===== src/rtl/spi_arbiter.sv =====
// Round-robin arbiter sharing one SPI master between NREQ requesters.
// One transaction at a time; the grant is held until SPI_done or a watchdog timeout.
module spi_arbiter #(
    parameter int NREQ      = 3,
    parameter int TO_CYCLES = 1024
) (
    input  logic                clk,
    input  logic                rst,
    input  logic [NREQ-1:0]     req,
    input  logic [16*NREQ-1:0]  req_data,
    input  logic [3*NREQ-1:0]   req_ss,
    output logic [NREQ-1:0]     gnt,
    output logic [NREQ-1:0]     done,
    output logic [7:0]          rd_data,
    output logic                timeout_err,
    input  logic                err_clr,
    output logic                busy,
    output logic [15:0]         SPI_data,
    output logic                wrt_SPI,
    output logic [2:0]          ss,
    input  logic                SPI_done,
    input  logic [7:0]          EEP_data
);

    localparam int PW = (NREQ > 2) ? 2 : 1;
    localparam int CW = $clog2(TO_CYCLES);

    typedef enum logic [1:0] {IDLE, LAUNCH, WAIT, FINISH} state_t;

    state_t          state_reg, state_next;
    logic [PW-1:0]   ptr_reg, ptr_next;
    logic [PW-1:0]   owner_reg, owner_next;
    logic [CW-1:0]   cnt_reg, cnt_next;
    logic [NREQ-1:0] gnt_reg, gnt_next;
    logic [NREQ-1:0] done_reg, done_next;
    logic [7:0]      rd_data_reg, rd_data_next;
    logic            timeout_err_reg, timeout_err_next;
    logic            busy_reg, busy_next;
    logic [15:0]     spi_data_reg, spi_data_next;
    logic            wrt_reg, wrt_next;
    logic [2:0]      ss_reg, ss_next;

    logic [15:0]     data_arr [NREQ];
    logic [2:0]      ss_arr   [NREQ];
    logic [PW-1:0]   win_idx;
    logic            expired;

    generate
        for (genvar gi = 0; gi < NREQ; gi++) begin : g_unpack
            assign data_arr[gi] = req_data[16*gi +: 16];
            assign ss_arr[gi]   = req_ss[3*gi +: 3];
        end
    endgenerate

    assign expired = (cnt_reg == CW'(TO_CYCLES - 1));

    // First set request scanning upward from the last owner, wrapping around.
    always_comb begin
        win_idx = '0;
        for (int k = NREQ; k >= 1; k--) begin
            int cand;
            cand = (int'(ptr_reg) + k) % NREQ;
            if (req[cand]) win_idx = PW'(cand);
        end
    end

    always_ff @(posedge clk or posedge rst) begin
        if (rst) begin
            state_reg       <= IDLE;
            ptr_reg         <= PW'(NREQ - 1);
            owner_reg       <= '0;
            cnt_reg         <= '0;
            gnt_reg         <= '0;
            done_reg        <= '0;
            rd_data_reg     <= '0;
            timeout_err_reg <= 1'b0;
            busy_reg        <= 1'b0;
            spi_data_reg    <= '0;
            wrt_reg         <= 1'b0;
            ss_reg          <= '0;
        end else begin
            state_reg       <= state_next;
            ptr_reg         <= ptr_next;
            owner_reg       <= owner_next;
            cnt_reg         <= cnt_next;
            gnt_reg         <= gnt_next;
            done_reg        <= done_next;
            rd_data_reg     <= rd_data_next;
            timeout_err_reg <= timeout_err_next;
            busy_reg        <= busy_next;
            spi_data_reg    <= spi_data_next;
            wrt_reg         <= wrt_next;
            ss_reg          <= ss_next;
        end
    end

    always_comb begin
        state_next = state_reg;
        case (state_reg)
            IDLE:    if (|req) state_next = LAUNCH;
            LAUNCH:  state_next = WAIT;
            WAIT:    if (SPI_done || expired) state_next = FINISH;
            FINISH:  state_next = IDLE;
            default: state_next = IDLE;
        endcase
    end

    // Next values for the registered outputs; SPI_data/ss hold between transactions.
    always_comb begin
        ptr_next         = ptr_reg;
        owner_next       = owner_reg;
        cnt_next         = cnt_reg;
        gnt_next         = gnt_reg;
        done_next        = '0;
        rd_data_next     = rd_data_reg;
        timeout_err_next = err_clr ? 1'b0 : timeout_err_reg;
        spi_data_next    = spi_data_reg;
        wrt_next         = 1'b0;
        ss_next          = ss_reg;
        busy_next        = (state_next != IDLE);
        case (state_reg)
            IDLE: begin
                if (|req) begin
                    owner_next    = win_idx;
                    gnt_next      = NREQ'(1) << win_idx;
                    spi_data_next = data_arr[win_idx];
                    ss_next       = ss_arr[win_idx];
                    wrt_next      = 1'b1;
                end
            end
            LAUNCH: cnt_next = '0;
            WAIT: begin
                if (SPI_done) begin
                    rd_data_next = EEP_data;
                    done_next    = gnt_reg;
                end else if (expired) begin
                    rd_data_next     = 8'h00;
                    done_next        = gnt_reg;
                    timeout_err_next = 1'b1;
                end else begin
                    cnt_next = cnt_reg + CW'(1);
                end
            end
            FINISH: begin
                gnt_next = '0;
                ptr_next = owner_reg;
            end
            default: ;
        endcase
    end

    assign gnt         = gnt_reg;
    assign done        = done_reg;
    assign rd_data     = rd_data_reg;
    assign timeout_err = timeout_err_reg;
    assign busy        = busy_reg;
    assign SPI_data    = spi_data_reg;
    assign wrt_SPI     = wrt_reg;
    assign ss          = ss_reg;

endmodule

===== config.mk =====
export PLATFORM = sky130hd
export DESIGN_NAME = spi_arbiter
export DESIGN_NICKNAME = d
export VERILOG_FILES = /design/src/rtl/spi_arbiter.sv
export SDC_FILE = /design/constraint.sdc
export NUM_CORES = 1
export LEC_CHECK = 0
export ABC_AREA = 1
export BUFFER_PORTS_ARGS = -buffer_cell sky130_fd_sc_hd__buf_2
export CAP_MARGIN = 20
export CORE_MARGIN = 1
export CORE_UTILIZATION = 50
export DETAILED_ROUTE_END_ITERATION = 6
export PLACE_DENSITY = 0.86
export SLEW_MARGIN = 20
export SYNTH_ARGS = -nofsm -noshare
export SYNTH_HDL_FRONTEND = slang
export SYNTH_SLANG_ARGS = --single-unit

===== constraint.sdc =====
create_clock -name clk -period 2.6 [get_ports clk]
set_clock_uncertainty 0.05 [all_clocks]
set_input_delay 0.26 -clock clk [delete_from_list [all_inputs] [get_ports clk]]
set_output_delay 0.26 -clock clk [all_outputs]
set_load 0.01 [all_outputs]

==> flow_metrics.env <==
export IMPL_grt_pass1_wl_um=12000
export IMPL_clock_sink_count=52
export IMPL_path_clk_slew_ns=0.09
export IMPL_fin_crit_ns=2.15
export IMPL_drv_slew=0
export IMPL_hold_viol=0
export IMPL_drc=0
export IMPL_start_util_pct=53.3
export IMPL_ys_warn_count=0
export IMPL_largest_register_ffs=16
export IMPL_setup_slack_ns=0.454
export IMPL_synth_top_cell_by_area="dfrtp_1"
export IMPL_ctsResizeCount=0
export IMPL_critPathRequiredTime_ns=2.79
export IMPL_die_area_um2=6330
export IMPL_area_delta_synth_final_pct=22.8
export IMPL_hold_class="input port to register"
export IMPL_max_clock_path_buffers=2
export IMPL_io_pins=108
export IMPL_fmax_mhz=466
export IMPL_ys_ff_latch=52
export IMPL_syn_nets=484
export IMPL_routed_wl_um=7040
export IMPL_synthCells=404
export IMPL_routed_via_density=5.20
export IMPL_crit_type="register to register"
export IMPL_yosys_top_cells_area="dfrtp_1 42%, nand2_1 13%, nor2_1 8.9%, nand4_1 7.9%, nand3_1 6.7%"
export IMPL_syn_area_um2=3010
export IMPL_vias=2996
export IMPL_status="finished clean"
export IMPL_cts_made_buffers=5
export IMPL_final_antenna_net_count=0
export IMPL_gp_congestion=0.877
export IMPL_hpwl_um=5190
export IMPL_yosys_area_top_type_share_pct=42.4
export IMPL_cts_tree="yes"
export IMPL_die_h_um=79.6
export IMPL_setup_violations=0
export IMPL_drtPass1Iterations=4
export IMPL_worstPathArrival_ns=2.33
export IMPL_yosysSeqAreaShare_pct=43.3
export IMPL_avgSynthCellArea_um2=7.45
export IMPL_grt_total_usage_pct=24.0
export IMPL_clockRootBuffer="clkbuf_8"
export IMPL_drive_above_1_share_pct=27.8
export IMPL_tns_ns=0
export IMPL_antenna_found_initial=0
export IMPL_p_leak_nw=1.91
export IMPL_drt_initial_drc_count=82
export IMPL_htree_levels=2
export IMPL_powerDensity_nw_per_um2=1140
export IMPL_synth_cell_types=31
export IMPL_design_area_um2=3690
export IMPL_worstMarginPinSlew_ns=0.605
export IMPL_grt_max_degree=53
export IMPL_diodes=0
export IMPL_vdd_ir_drop_max_uv=609
export IMPL_avgRoutedWirePerCell_um=12.2
export IMPL_max_slew_margin_pct=59.7
export IMPL_die_w_um=79.6
export IMPL_maxCapViolCount=0
export IMPL_design_core_area_um2=5640
export IMPL_cp_start_kind="register"
export IMPL_p_total_mw=4.22
export IMPL_rsz0062_at_grt="no"
export IMPL_crit_path_max_fanout=41
export IMPL_final_net_count=583
export IMPL_io_buffers=107
export IMPL_fin_crit_sh_pct=82.5
export IMPL_crit_path_end_kind="register"
export IMPL_grt_ovfl_total=0
export IMPL_grt_pass1_vias=2833
export IMPL_place_ws_ns=0.496
export IMPL_placed_area_um2=3590
export IMPL_clock_latency_ns=0.30
export IMPL_num_rows=27
==> logic make-up after synthesis <==
kind of cell	share of synthesized area [%]
AO/OA/AOI/OAI	5.20
XOR/XNOR	1.75
adder cells (fa/ha/maj)	3.33
buffers and inverters	7.99
flip-flops	43.3
AND/OR/NAND/NOR	38.4
==> cell type report <==
class | count | area (um2)
inverters | 28 | 108
well taps | 72 | 90.1
flip-flops and latches | 52 | 1300
repair buffers | 116 | 631
clock buffers | 5 | 68.8
multi-input cells | 300 | 1470
fillers | 487 | 1950
clock inverters | 3 | 21.3
==> metrics by stage <==
stage	hold WS, ns	std cells	utilization, %
3_3_place_gp	0.274	567	63.7
6_report	0.0871	576	65.5
4_1_cts	0.0719	576	65.5
3_5_place_dp	0.278	567	63.7
5_1_grt	0.0849	576	65.5
2_1_floorplan	0.302	404	-
==> cells in the mapped netlist <==
master and number:
clkbuf_1 8, inv_2 3, buf_6 3, inv_4 1, nand3_1 40, xor2_1 6
nor2_1 71, buf_4 2, clkinv_1 1, o21ai_4 1, o21ai_1 7, buf_1 1
a21oi_1 2, dfrtp_1 51, o32ai_1 1, nand3_2 1, o21ai_0 7, o22ai_1 3
nor3_2 1, a31oi_2 1, inv_1 23, nand2_2 2, buf_2 10, a21boi_2 1
nor3_1 2, a21oi_2 1, ha_1 8, nand4_1 38, dfstp_2 1, nand2_1 104
or2_2 3
==> timing repair <==
item	in CTS	in global routing
endpoints found under the hold margin	51	0
buffers inserted	0	0
hold buffers	1	0
==> report_power, final <==
group / total (mW) / switching (mW) / internal, mW / leakage, nW
Clock: 0.458 / 0.267 / 0.191 / 0.0445
Sequential: 1.29 / 0.168 / 1.12 / 0.642
Combinational: 2.48 / 1.59 / 0.889 / 1.23
Total: 4.22 / 2.02 / 2.20 / 1.91
==> metal layers <==
metal	vias up	global-route usage (%)	routed length [um]
li1	1518	-	-
met1	1358	27.4	3020
met2	107	43.6	3390
met3	13	5.71	498
met4	0	7.64	136
met5	-	0	0
==> cell usage in the layout, fill, tap and decap left out, types with 2 or more instances in the layout <==
| cell | n |
|---|---|
| a21oi_1 | 2 |
| inv_1 | 22 |
| dfrtp_1 | 51 |
| buf_12 | 2 |
| nand2_2 | 2 |
| clkbuf_8 | 5 |
| nand2_1 | 104 |
| o22ai_1 | 3 |
| xor2_1 | 6 |
| nand4_1 | 38 |
| o21ai_0 | 7 |
| buf_4 | 6 |
| nor3_1 | 2 |
| nand3_1 | 40 |
| buf_2 | 107 |
| inv_2 | 4 |
| or2_2 | 3 |
| ha_1 | 8 |
| o21ai_1 | 7 |
| nor2_1 | 71 |
==> final timing paths <==
kind	start	endpoint	slack (ns)	depth (start not counted)
worst min-delay path	err_clr	timeout_err$_DFF_PP0_	0.09	2
worst max register to register	ptr_reg[0]$_DFFE_PP0P_	SPI_data[4]$_DFFE_PP0P_	0.45	12
worst min register to register	rd_data[5]$_DFFE_PP0P_	rd_data[5]$_DFFE_PP0P_	0.43	2
max in group asynchronous	rst	ptr_reg[1]$_DFFE_PP1P_	1.73	4
worst max-delay path	ptr_reg[0]$_DFFE_PP0P_	SPI_data[4]$_DFFE_PP0P_	0.45	12
min in group asynchronous	rst	done[2]$_DFF_PP0_	0.49	4
==> worst max-delay path: stages (launching register included) <==
cell	delay, ns
dfrtp_1	0.41
inv_1	0.08
ha_1	0.39
nand2_1	0.11
nor2_1	0.05
o21ai_1	0.12
nand2_1	0.08
nand2_2	0.07
buf_4	0.35
nand4_1	0.14
nand2_1	0.10
nor2_1	0.05
nor2_1	0.09
Note: power is estimated with default switching activity, not from simulation.
